**src/rtl/tile_scheduler.sv**
```systemverilog
// tile_scheduler: walks the screen tile by tile, issuing a clear pass, the tile's triangles,
// then a write-back request before advancing to the next tile.
module tile_scheduler #(
    parameter int TILES_X      = 20,
    parameter int TILES_Y      = 15,
    parameter int DONE_HOLDOFF = 2
) (
    input  logic        clk,
    input  logic        rst,
    input  logic        frame_start,
    output logic        busy,
    output logic        frame_done,
    input  logic        tri_valid,
    input  logic        tri_last,
    input  logic        tri_null,
    output logic        tri_ready,
    output logic        rend_start,
    output logic        rend_clear,
    input  logic        rend_done,
    output logic        wb_req,
    input  logic        wb_ack,
    output logic [5:0]  tile_x,
    output logic [5:0]  tile_y,
    output logic [15:0] tile_tri_cnt
);
    localparam int HW = DONE_HOLDOFF > 0 ? $clog2(DONE_HOLDOFF + 1) : 1;
    localparam logic [HW-1:0] HOLD = HW'(DONE_HOLDOFF);
    localparam logic [5:0] XL = 6'(TILES_X - 1);
    localparam logic [5:0] YL = 6'(TILES_Y - 1);

    typedef enum logic [2:0] {IDLE, CLEAR, CWAIT, FETCH, TWAIT, WB} state_t;

    state_t         state, state_n;
    logic [HW-1:0]  hold, hold_n;
    logic           last_q, last_n;
    logic [5:0]     x_n, y_n;
    logic [15:0]    cnt_n;
    logic           done_n;
    logic           hold_over;

    assign busy      = state != IDLE;
    assign wb_req    = state == WB;
    assign hold_over = hold == '0;

    always_comb begin
        state_n    = state;
        hold_n     = hold_over ? hold : hold - HW'(1);
        last_n     = last_q;
        x_n        = tile_x;
        y_n        = tile_y;
        cnt_n      = tile_tri_cnt;
        done_n     = 1'b0;
        tri_ready  = 1'b0;
        rend_start = 1'b0;
        rend_clear = 1'b0;
        unique case (state)
            IDLE: begin
                // a start arriving alongside the previous frame's done pulse is dropped
                if (frame_start && !frame_done) begin
                    x_n     = '0;
                    y_n     = '0;
                    state_n = CLEAR;
                end
            end
            CLEAR: begin
                if (rend_done) begin
                    rend_start = 1'b1;
                    rend_clear = 1'b1;
                    hold_n     = HOLD;
                    cnt_n      = '0;
                    state_n    = CWAIT;
                end
            end
            CWAIT: state_n = (hold_over && rend_done) ? FETCH : CWAIT;
            FETCH: begin
                if (tri_valid && rend_done) begin
                    tri_ready = 1'b1;
                    if (tri_null) begin
                        state_n = tri_last ? WB : FETCH;
                    end else begin
                        rend_start = 1'b1;
                        last_n     = tri_last;
                        cnt_n      = (tile_tri_cnt == 16'hFFFF) ? tile_tri_cnt : tile_tri_cnt + 16'd1;
                        hold_n     = HOLD;
                        state_n    = TWAIT;
                    end
                end
            end
            TWAIT: begin
                if (hold_over && rend_done)
                    state_n = last_q ? WB : FETCH;
            end
            WB: begin
                if (wb_ack) begin
                    if (tile_x == XL && tile_y == YL) begin
                        x_n     = '0;
                        y_n     = '0;
                        done_n  = 1'b1;
                        state_n = IDLE;
                    end else begin
                        x_n     = (tile_x == XL) ? 6'd0 : tile_x + 6'd1;
                        y_n     = (tile_x == XL) ? tile_y + 6'd1 : tile_y;
                        state_n = CLEAR;
                    end
                end
            end
            default: state_n = IDLE;
        endcase
    end

    always_ff @(posedge clk or posedge rst) begin
        if (rst) begin
            state        <= IDLE;
            hold         <= '0;
            last_q       <= 1'b0;
            tile_x       <= '0;
            tile_y       <= '0;
            tile_tri_cnt <= '0;
            frame_done   <= 1'b0;
        end else begin
            state        <= state_n;
            hold         <= hold_n;
            last_q       <= last_n;
            tile_x       <= x_n;
            tile_y       <= y_n;
            tile_tri_cnt <= cnt_n;
            frame_done   <= done_n;
        end
    end
endmodule

```
**config.mk**
```make
export PLATFORM = sky130hd
export DESIGN_NAME = tile_scheduler
export DESIGN_NICKNAME = d
export VERILOG_FILES = /design/src/rtl/tile_scheduler.sv
export SDC_FILE = /design/constraint.sdc
export NUM_CORES = 1
export LEC_CHECK = 0
export ABC_AREA = 1
export BUFFER_PORTS_ARGS = -buffer_cell sky130_fd_sc_hd__buf_2
export CAP_MARGIN = 20
export CORE_MARGIN = 2
export CORE_UTILIZATION = 30
export CTS_BUF_LIST = sky130_fd_sc_hd__clkbuf_16
export DETAILED_ROUTE_END_ITERATION = 10
export HOLD_SLACK_MARGIN = 0.15
export PLACE_DENSITY = 0.59
export SYNTH_ARGS = -nofsm -noshare
export SYNTH_HDL_FRONTEND = slang
export SYNTH_SLANG_ARGS = --single-unit
```
**constraint.sdc**
```tcl
create_clock -name clk -period 1.5 [get_ports clk]
set_input_delay 0.375 -clock clk [delete_from_list [all_inputs] [get_ports clk]]
set_output_delay 0.375 -clock clk [all_outputs]
set_load 0.01 [all_outputs]
```
* After elaboration in Yosys (flattened, before gate mapping) *
Index checks and enable logic that the tools add are counted.

storage, ports and cells
  bits in registers = 35
  bits in latches = 0
  RAM bits = 0
  bits in read-only memories = 0
  bits of input ports = 8
  word-level logic and storage cells = 83
  memories = 0

operators by class
  $add $sub $neg = 4
  multipliers = 0
  divide/modulo/power cells = 0
  $lt $le $gt $ge = 0
  eq/ne operators = 16
  shift operators = 0
  mux-type cells = 40
  bitwise gates (word level) = 1
  reduce and logical (&&, ||, !) cells = 15

operators with widths
  kind                                                                    number
  16-bit two-way mux                                                      4
  6-bit two-way mux                                                       7
  16-bit case mux with 2 select lines                                     1
  3-bit two-way mux                                                       8
  6-bit case mux with 2 select lines                                      2
  3-bit case mux with 6 select lines                                      1
  16-bit by 1-bit adder with 16-bit output (second input constant)        1
  16-bit equality test (second input constant)                            1
  6-bit by 1-bit adder with 6-bit output (second input constant)          2
  2-bit inequality test (second input constant)                           6
  1-bit two-way mux                                                       11
  5-bit AND reduction                                                     2
  2-bit two-way mux                                                       4
  3-bit by 2-bit equality test with 1-bit output (second input constant)  2
  3-bit equality test (second input constant)                             2
  6-bit by 4-bit equality test with 1-bit output (second input constant)  1
  6-bit by 5-bit equality test with 1-bit output (second input constant)  1
  3-bit AND reduction                                                     2
  1-bit logical AND                                                       4
  2-bit case mux with 2 select lines                                      1
  4-bit AND reduction                                                     1
  2-bit nonzero test                                                      2
  3-bit by 1-bit equality test with 1-bit output (second input constant)  1
  3-bit zero test                                                         1
  other kinds (8)                                                         8

* Logic depth before layout (Yosys ltp) *
Gate-level depths: netlist of the first run.

  depth after elaboration = 5
  mapped depth = 10

* Worst setup path after synthesis of the first run *
OpenSTA, ideal clock, no wires.

  path kind = register to register
  from = register tile_tri_cnt[1]
  to = register tile_tri_cnt[6]
  arrival = 1.422 ns
  data required time = 1.382 ns
  slack = -0.040 ns
  cell stages (with the launch flop) = 10
  buffers on the path = 1
  period minus slack after synthesis = 1.540 ns
  cell sequence = dfrtp_1 ha_1 nand2_1 nor2_2 inv_1 nor2_4 nand3_2 nand2_4 buf_12 o21ai_2

between the ends
  cells in the longest elaborated chain, start to end = 5
  elaborated cells between the ends (all ways) = 8

RTL lines
  item                                      RTL line  text
  start: declaration                        24        output logic [15:0] tile_tri_cnt
  start signal: assignment                  126       tile_tri_cnt <= cnt_n;
  16-bit by 1-bit adder with 16-bit output  83        cnt_n = (tile_tri_cnt == 16'hFFFF) ? tile_tri_cnt : tile_tri_cnt + 16'd1;
  16-bit two-way mux                        83
  16-bit two-way mux                        78        if (tri_null) begin
  16-bit two-way mux                        76        if (tri_valid && rend_done) begin
  16-bit case mux with 2 select lines       56        unique case (state)

Parallel ways exist; a longest one is shown, timed or not. The select of a mux whose other input is x is not followed.
A chain may end at the register's enable or synchronous reset.

* Worst setup path after layout of the first run *
  from = register state[1]
  to = output rend_start

between the ends
  cells in the longest elaborated chain, start to end = 2
  elaborated cells between the ends (all ways) = 3

RTL lines
  item                                                                                                              RTL line  text
  start: declaration                                                                                                33        state_t state, state_n;
  start signal: assignment                                                                                          121       state <= state_n;
  3-bit by 2-bit equality test with 1-bit output or 3-bit by 1-bit equality test with 1-bit output (tied branches)  56
  1-bit case mux with 2 select lines (*)                                                                            56
  end: declaration                                                                                                  17        output logic rend_start,

Mark *: on every way between the ends. The rest lies on a longest branch, timed or not.

==> flow_summary.ini, run 1 <==
[run_status]
status = finished with violations
violations = setup timing

[timing]
max_slew_margin_pct = 81.0
hold_violations = 0
min_period_ps = 1650
rsz0062_at_grt = true
max_freq_mhz = 604
finalCritPeriodShare_pct = 110
setup_slack_ps = -155
worstMarginPinSlew_ps = 284
drv_slew = 0
fin_skew_ps = 6.70
setup_viol = 18

[power_and_ir_drop]
powerDensity_nw_per_um2 = 1430
ir_drop_mv = 0.961
total_leakage_power_nw = 1.83
fin_total_pwr_mw = 5.16

[die]
die_width_um = 92.9
dieArea_um2 = 8620
die_h_um = 92.9
fp.coreArea_um2 = 7690
start_util_pct = 30.8
core.rowCount = 32
boundaryPins = 42

[synth]
synth_top_family_by_area = simple AND/OR/NAND/NOR gates
synth.distinct_cells = 27
synth_area_per_cell_um2 = 7.16
synthesis.nets = 343
synth_compound_area_share_pct = 8.72
synth_edf_count = 0
ys_warn_count = 0
yosys_most_used_dff = dfrtp_1
netlist_instances = 331
synth_area_um2 = 2370
synthTopCellsByCount = nand2_1 (102), inv_1 (42), nor2_1 (36), dfrtp_1 (35), nand3_1 (31)
async_reset_ff_share_pct = 100
synthTopCellsByArea = dfrtp_1 (37%), nand2_1 (16%), inv_1 (6.7%)
ys_ff_latch = 35
synth_fa_ha_area_share_pct = 2.11
synth_mux_area_share_pct = 0.423
yosys.area.top_type = dfrtp_1
yosys.area_share.xor_xnor_pct = 4.81
seq_area_frac_synth_pct = 37.0
yosysMostFrequentCell = nand2_1
synth.top_cell.area_share_pct = 37.0
synthSimpleGateAreaFrac_pct = 37.0

[placement]
dpl.hpwl_um = 4410
placed_area_um2 = 2970
gp_congestion = 0.826
io_buffer_count = 41

[critical_path]
worst_ep_required_time_ps = 1120
critical_path_depth = 6
path_class = reg2out
cp-end-kind = primary output
path_buf_inv = 3
cp_slowest_stage_delay_ps = 430
slowest_stage = dfrtp_1
crit_arrival_ps = 1280
start_kind = flip-flop
startpoint = state[1]$_DFFE_PP0P_
cpMostUsedCell = inv_4
cp_top_family = flip-flops
rr_worst_depth = 10
r2r-start = state[1]$_DFFE_PP0P_
path_max_fanout = 4
crit_chain = inv_4 > o21ai_2 > nand2_4 > nand3_4 > inv_4 > buf_6

[global_route]
gr-total-overflow = 0
grt_max_degree = 36
track_usage_pct = 16.0
grt_pass1_wl_um = 11200
grt_pass1_vias = 2507
antenna_found_initial = 0

[cells_and_area]
diodes = 0
layout-drive-gt1-share_pct = 42.1
area_growth_pct = 52.6
fin_area_um2 = 3610
nets = 448

[clock_network]
cts_buffers = 5
cts_max_level = 2
insertion_delay_ps = 280
cts_tree = done
root_buffer = clkbuf_16
clkSinkCount = 35
clk_path_buf_depth = 2
clkTransAtPathRegs_ps = 60

[drt]
wl_per_cell_um = 12.3
route.detailed.drc = 0
antenna_left = 0
wl_um = 6600
drtIter0Drc = 113
vias = 2471
via_per_inst = 4.58
firstDrtPassIters = 4

[min_path]
worst_hold_path_type = in2reg
min_path_cells = 3
hp-start = tri_last

[flow_run]
drv_cap = 0
[flip-flops by register name, summed over array words and instances, names as in the netlist]
register,flops
tile_tri_cnt,16
last_q,1
hold,2
state,3
tile_x,6
tile_y,6
frame_done,1
[worst paths after layout]
check | to | slack [ps]
setup / recovery | rend_start | -150
hold / removal | last_q$_DFFE_PP0P_ | 360
setup reg to reg | tile_tri_cnt[6]$_DFFE_PP0P_ | -50
hold reg to reg | hold[0]$_DFF_PP0_ | 420
max in group asynchronous | tile_tri_cnt[0]$_DFFE_PP0P_ | 610
min in group asynchronous | tile_x[5]$_DFFE_PP0P_ | 690
[timing repair]
item	4_1_cts	5_1_grt
cloned	2	0
resized for setup	43	23
hold buffers	1	0
pin swaps	14	5
buffers inserted	17	3
hold endpoints to repair	22	0
endpoints found under the setup margin	28	36
[where the power goes]
part / leakage (nW) / total, mW / switching, mW / internal (mW)
combinational: 1.28 / 2.79 / 1.44 / 1.35
clock: 0.0818 / 1.21 / 0.423 / 0.784
sequential: 0.475 / 1.16 / 0.101 / 1.06
total: 1.83 / 5.16 / 1.96 / 3.20
[cell families (layout without fill, tap and decap cells)]
logic type               Yosys count  after routing
XOR/XNOR                          13             13
AO/OA/AOI/OAI                     30             30
multiplexers                       1              1
AND/OR/NAND/NOR                  198            198
flip-flops                        35             35
adder cells (fa/ha/maj)            4              4
buffers and inverters             50            156
[stage by stage]
stage	hold slack, ps	utilization, %	worst slack [ps]	cells	setup TNS (ps)
finish	357	47.0	-155	539	-809
global route	388	47.0	-208	539	-3150
CTS	347	45.6	-106	536	-443
detailed placement	422	38.6	-92.0	508	-1320
global placement	418	38.6	-54.7	508	-490
floorplan	408	-	11.4	331	0
[tightest hold or removal path: stages]
cell and delay (ps):
buf_2 100, nand3_1 60, o21ai_0 60
[final cells by class]
cell class                      instances  area (um^2)
Multi-Input combinational cell        246         1440
Clock buffer                            5          125
Inverter                               45          176
Fill cell                             751         4070
Sequential cell                        35          880
Tap cell                              102          128
Timing Repair Buffer                  103          826
Clock inverter                          3         42.5
[metal layers]
layer	up-vias	track usage [%]	routed length [um]
li1	1246	-	-
met1	1160	19.7	2970
met2	55	28.3	3290
met3	10	2.69	250
met4	0	5.27	90
met5	-	0	0
[cell usage in the layout (no fill, tap or decap), types with 11 or more instances in the layout]
cell type / instances
o21ai_0: 11
nand3_1: 26
nor2_1: 28
inv_1: 38
buf_4: 48
nand2_2: 20
dfrtp_1: 32
o21ai_2: 15
nand2_1: 88
buf_2: 38
No activity file was read; power rests on OpenSTA's default activity.
==> run 2, diff against run 1 <==
- CORE_ASPECT_RATIO: default -> 0.9
- CTS_CLUSTER_DIAMETER: default -> 150
- SKIP_LAST_GASP: default -> 1
==> run 2 against run 1 <==
  * The flow still finishes with violations (setup timing)
  * Clock skew down 2.4 ps
  * Worst hold slack got worse by 210 ps
  * Clock power fell by 18%
  * Wire length grew 0.39%
  * Sequential share of layout area about the same
  * Global-route usage shrank 0.92 points
  * Clock-buffer cell count is the same
  * Cell area up 0.10%
  * First-iteration DRC count up 15%
  * Via count down 1.3%
  * Critical path type unchanged
  * Critical endpoint unchanged
  * Largest cell class unchanged
==> flow_summary.ini, run 2 (synthesis gave the netlist of run 1 again) <==
[run_status]
status = finished with violations
violations = setup timing

[drt]
firstDrtPassIters = 4
drtIter0Drc = 130
wl_um = 6630
antenna_left = 0
vias = 2439
route.detailed.drc = 0
wl_per_cell_um = 12.4
via_per_inst = 4.58

[critical_path]
rr_endpoint = state[1]$_DFFE_PP0P_
cp_top_family = flip-flops
worst_ep_required_time_ps = 1120
path_class = reg2out
cp_slowest_stage_delay_ps = 400
slowest_stage = dfrtp_1
crit_chain = inv_2 > nand2_4 > nor2_4 > nand2_2 > nand3_2 > inv_2 > buf_6
rr_worst_depth = 10
cpMostUsedCell = inv_2
reg2reg_slack_ps = -100
r2r-start = state[1]$_DFFE_PP0P_
path_max_fanout = 3
path_buf_inv = 3
cp-end-kind = primary output
crit_arrival_ps = 1290
start_kind = flip-flop

[global_route]
top_usage_layer = met2
grt_pass1_vias = 2243
grt_util_met3_pct = 2.61
track_usage_pct = 15.1
grt_pass1_wl_um = 10600
antenna_found_initial = 0
grt_max_degree = 36
met2_usage_pct = 25.1
gr-total-overflow = 0
grt_use_met1_pct = 20.2

[die]
dieArea_um2 = 8620
fp.coreArea_um2 = 7580
core.rowCount = 30
die_width_um = 97.7
start_util_pct = 31.2
boundaryPins = 42
die_h_um = 88.3

[cells_and_area]
most-common-layout-cells = nand2_1 (86), buf_4 (51), buf_2 (38)
mostFrequentLayoutCell = nand2_1
fillers = 738
top_regs = tile_tri_cnt (16), tile_x (6), tile_y (6)
largest_reg_flops = 16
diodes = 0
layout-drive-gt1-share_pct = 43.5
nets = 448
top_register = tile_tri_cnt
area_growth_pct = 52.8

[timing]
setup_viol = 27
fin_setup_tns_ps = -1150
finalCritPeriodShare_pct = 111
worstMarginPinSlew_ps = 314
fin_skew_ps = 4.32
max_slew_margin_pct = 79.0
min_period_ps = 1660
rsz0062_at_grt = true
setup_slack_ps = -163
hold_violations = 0
max_freq_mhz = 601
drv_slew = 0

[power_and_ir_drop]
total_leakage_power_nw = 1.84
fin_total_pwr_mw = 5.14
powerDensity_nw_per_um2 = 1420
ir_drop_mv = 0.746

[clock_network]
cts_max_level = 2
cts_buffers = 5
root_buffer = clkbuf_16
clkTransAtPathRegs_ps = 50
insertion_delay_ps = 280
cts_tree = done
clk_path_buf_depth = 2
clkSinkCount = 35

[min_path]
worst_hold_path_type = in2async

[flow_run]
drv_cap = 0

[placement]
io_buffer_count = 41
dpl.hpwl_um = 4480
gp_congestion = 0.809
-- run 2: per-stage QoR --
step / util [%] / hold WS [ps] / instance area [um^2] / cells / setup WS [ps]
2_1_floorplan: - / 408 / 2370 / 331 / 11.4
4_1_cts: 43.8 / 157 / 3320 / 526 / -146
5_1_grt: 47.7 / 162 / 3620 / 533 / -211
6_report: 47.7 / 143 / 3620 / 533 / -163
3_3_place_gp: 39.3 / 421 / 2980 / 503 / -188
3_5_place_dp: 39.3 / 426 / 2980 / 503 / -157
-- run 2: area by class of cell --
class                   count  area [um^2]  share of cell area (%)
clock buffers               5          125                    3.46
multi-input cells         246         1500                    41.4
inverters                  45          179                    4.94
well taps                  96          120                    3.32
clock inverters             3         12.5                   0.346
flip-flops and latches     35          881                    24.3
repair buffers            103          802                    22.2
-- run 2: how the worst max path moves through the flow --
stage	start	endpoint	slack, ps	cells past startpoint
5_1_grt	state[1]$_DFFE_PP0P_	state[0]$_DFFE_PP0P_	-210	11
4_1_cts	state[0]$_DFFE_PP0P_	busy	-150	6
2_1_floorplan	tile_tri_cnt[0]$_DFFE_PP0P_	tile_tri_cnt[6]$_DFFE_PP0P_	10	9
6_report	state[2]$_DFFE_PP0P_	rend_start	-160	7
3_5_place_dp	tile_x[0]$_DFFE_PP0P_	state[0]$_DFFE_PP0P_	-160	8
3_3_place_gp	tile_x[0]$_DFFE_PP0P_	state[0]$_DFFE_PP0P_	-190	8
-- run 2: worst reg2reg max path: cells and delay by family (launching register included) --
family          cells  cell delay, ps
simple gates        2             170
compound gates      2             200
buf+inv             6             720
flops               1             400
-- run 2: what timing repair did --
item,4_1_cts,5_1_grt
pin swaps,8,18
hold buffers,0,0
setup buffers,15,6
gates resized for setup,25,59
setup endpoints to repair,20,36
gates cloned,0,2
-- run 2: report_power, final --
part / leakage [nW] / internal (mW) / switching, mW / total (mW)
clock network: 0.0724 / 0.600 / 0.394 / 0.995
logic: 1.29 / 1.40 / 1.59 / 2.99
registers: 0.474 / 1.06 / 0.0887 / 1.15
total: 1.84 / 3.07 / 2.07 / 5.14
-- run 2: routing by layer --
metal	wire length [um]	share of wire, %	up-vias
li1	-	-	1248
met1	3100	47	1148
met2	3230	49	38
met3	207	3.1	5
met4	85	1.3	0
met5	0	0	-
==> run 3, diff against run 2 <==
- SKIP_LAST_GASP: 1 -> default
==> run 3 against run 2 <==
  * The run still ends with setup timing left
  * Register-to-register slack gained 30 ps
  * Sequential power is essentially flat
  * Global-route usage is essentially flat
  * Flip-flop and latch count is the same
  * Non-clock buffer count grew 1
  * Core utilization shrank 0.69 points
  * Total power shrank 1.9%
  * Combinational power shrank 4%
  * Fmax grew 0.19%
  * Critical path depth is the same
  * Worst hold slack is essentially flat
  * Cell area shrank 1.5%
  * Critical path type unchanged
  * Largest power group unchanged
==> flow_summary.ini, run 3 (synthesis gave the netlist of run 1 again) <==
[die]
start_util_pct = 31.2
dieArea_um2 = 8620
core.rowCount = 30
boundaryPins = 42
die_h_um = 88.3
fp.coreArea_um2 = 7580
die_width_um = 97.7

[timing]
setup_viol = 31
max_slew_margin_pct = 82.5
setup_slack_ps = -159
hold_violations = 0
rsz0062_at_grt = true
worstMarginPinSlew_ps = 263
fin_skew_ps = 3.10
drv_slew = 0
max_freq_mhz = 603
finalCritPeriodShare_pct = 111
min_period_ps = 1660

[global_route]
grt_pass1_vias = 2269
grt_pass1_wl_um = 10600
gr-total-overflow = 0
antenna_found_initial = 0
track_usage_pct = 15.1
grt_max_degree = 36

[critical_path]
worst_ep_required_time_ps = 1120
crit_chain = inv_2 > nand2_4 > nor2_4 > nand2_2 > nand3_2 > inv_2 > buf_6
cp_slowest_stage_delay_ps = 400
crit_arrival_ps = 1280
path_buf_inv = 3
cp-end-kind = primary output
cpMostUsedCell = inv_2
reg2reg_slack_ps = -70
start_kind = flip-flop
path_class = reg2out
path_max_fanout = 3
slowest_stage = dfrtp_1
cp_top_family = flip-flops

[cells_and_area]
mostFrequentLayoutCell = nand2_1
largest_reg_flops = 16
top_regs = tile_tri_cnt (16), tile_x (6), tile_y (6)
diodes = 0
area_growth_pct = 50.6
top_register = tile_tri_cnt
layout-drive-gt1-share_pct = 42.2
nets = 449
most-common-layout-cells = nand2_1 (91), buf_4 (48), buf_2 (37)
fin_area_um2 = 3570

[placement]
placed_area_um2 = 2980
io_buffer_count = 41
gp_congestion = 0.809
dpl.hpwl_um = 4480
pre_cts_ws_ps = -157

[clock_network]
root_buffer = clkbuf_16
clk_path_buf_depth = 2
clkTransAtPathRegs_ps = 60
cts_tree = done
clkSinkCount = 35
cts_hold_buf = 0
insertion_delay_ps = 280
cts_max_level = 2
cts_buffers = 5

[drt]
wl_per_cell_um = 12.4
route.detailed.drc = 0
vias = 2452
wl_um = 6600
via_per_inst = 4.59
antenna_left = 0
firstDrtPassIters = 4
drtIter0Drc = 123

[power_and_ir_drop]
total_leakage_power_nw = 1.78
ir_drop_mv = 0.617
powerDensity_nw_per_um2 = 1410

[run_status]
status = finished with violations
violations = setup timing

[min_path]
worst_hold_path_type = in2async

[flow_run]
drv_cap = 0
run 3: metal layers:
layer | global-route usage [%] | part of all wire (%) | vias up
li1 | - | - | 1247
met1 | 20.0 | 46 | 1151
met2 | 25.3 | 49 | 47
met3 | 2.61 | 4.1 | 7
met4 | 5.05 | 1.6 | 0
met5 | 0 | 0 | -
run 3: final cells by class:
type | count | area [um^2]
Clock buffer | 5 | 125
Clock inverter | 3 | 12.5
Fill cell | 734 | 4020
Inverter | 45 | 179
Multi-Input combinational cell | 246 | 1430
Sequential cell | 35 | 881
Tap cell | 96 | 120
Timing Repair Buffer | 104 | 817
run 3: per-stage QoR:
step	power, mW	cells	utilization (%)	hold slack, ps	setup TNS, ps
floorplan	2.37	331	-	408	0
global placement	2.92	503	39.3	421	-1220
detailed placement	2.94	503	39.3	426	-958
CTS	4.46	526	44.5	157	-871
global route	5.35	534	47.0	163	-4340
finish	5.04	534	47.0	144	-1620
run 3: repair_timing:
action                                  CTS  global route
setup buffers                            15             7
pin swaps                                 8            18
gates cloned                              0             1
endpoints found under the setup margin   20            36
resized for setup                        39            35
run 3: final timing paths:
check / startpoint / endpoint / cells past startpoint
max: state[2]$_DFFE_PP0P_ / rend_start / 7
min: rst / tile_tri_cnt[13]$_DFFE_PP0P_ / 3
max reg2reg: state[2]$_DFFE_PP0P_ / tile_tri_cnt[14]$_DFFE_PP0P_ / 11
min reg2reg: hold[0]$_DFF_PP0_ / hold[0]$_DFF_PP0_ / 1
max in group asynchronous: rst / state[0]$_DFFE_PP0P_ / 3
min in group clk: wb_ack / frame_done$_DFF_PP0_ / 3
run 3: worst register-to-register path, stage by stage, from the launching register on:
cell	delay, ps
dfrtp_1	400
inv_2	90
nand2_4	80
nor2_4	110
nand2_2	70
nand3_2	90
inv_2	60
buf_4	130
buf_6	120
nand2_8	100
clkbuf_16	170
o21ai_2	60
run 3: where the power goes:
part / internal (mW) / total (mW) / switching [mW] / leakage (nW)
combinational: 1.39 / 2.88 / 1.49 / 1.24
clock: 0.601 / 0.995 / 0.395 / 0.0724
sequential: 1.06 / 1.16 / 0.0981 / 0.474
total: 3.06 / 5.04 / 1.98 / 1.78
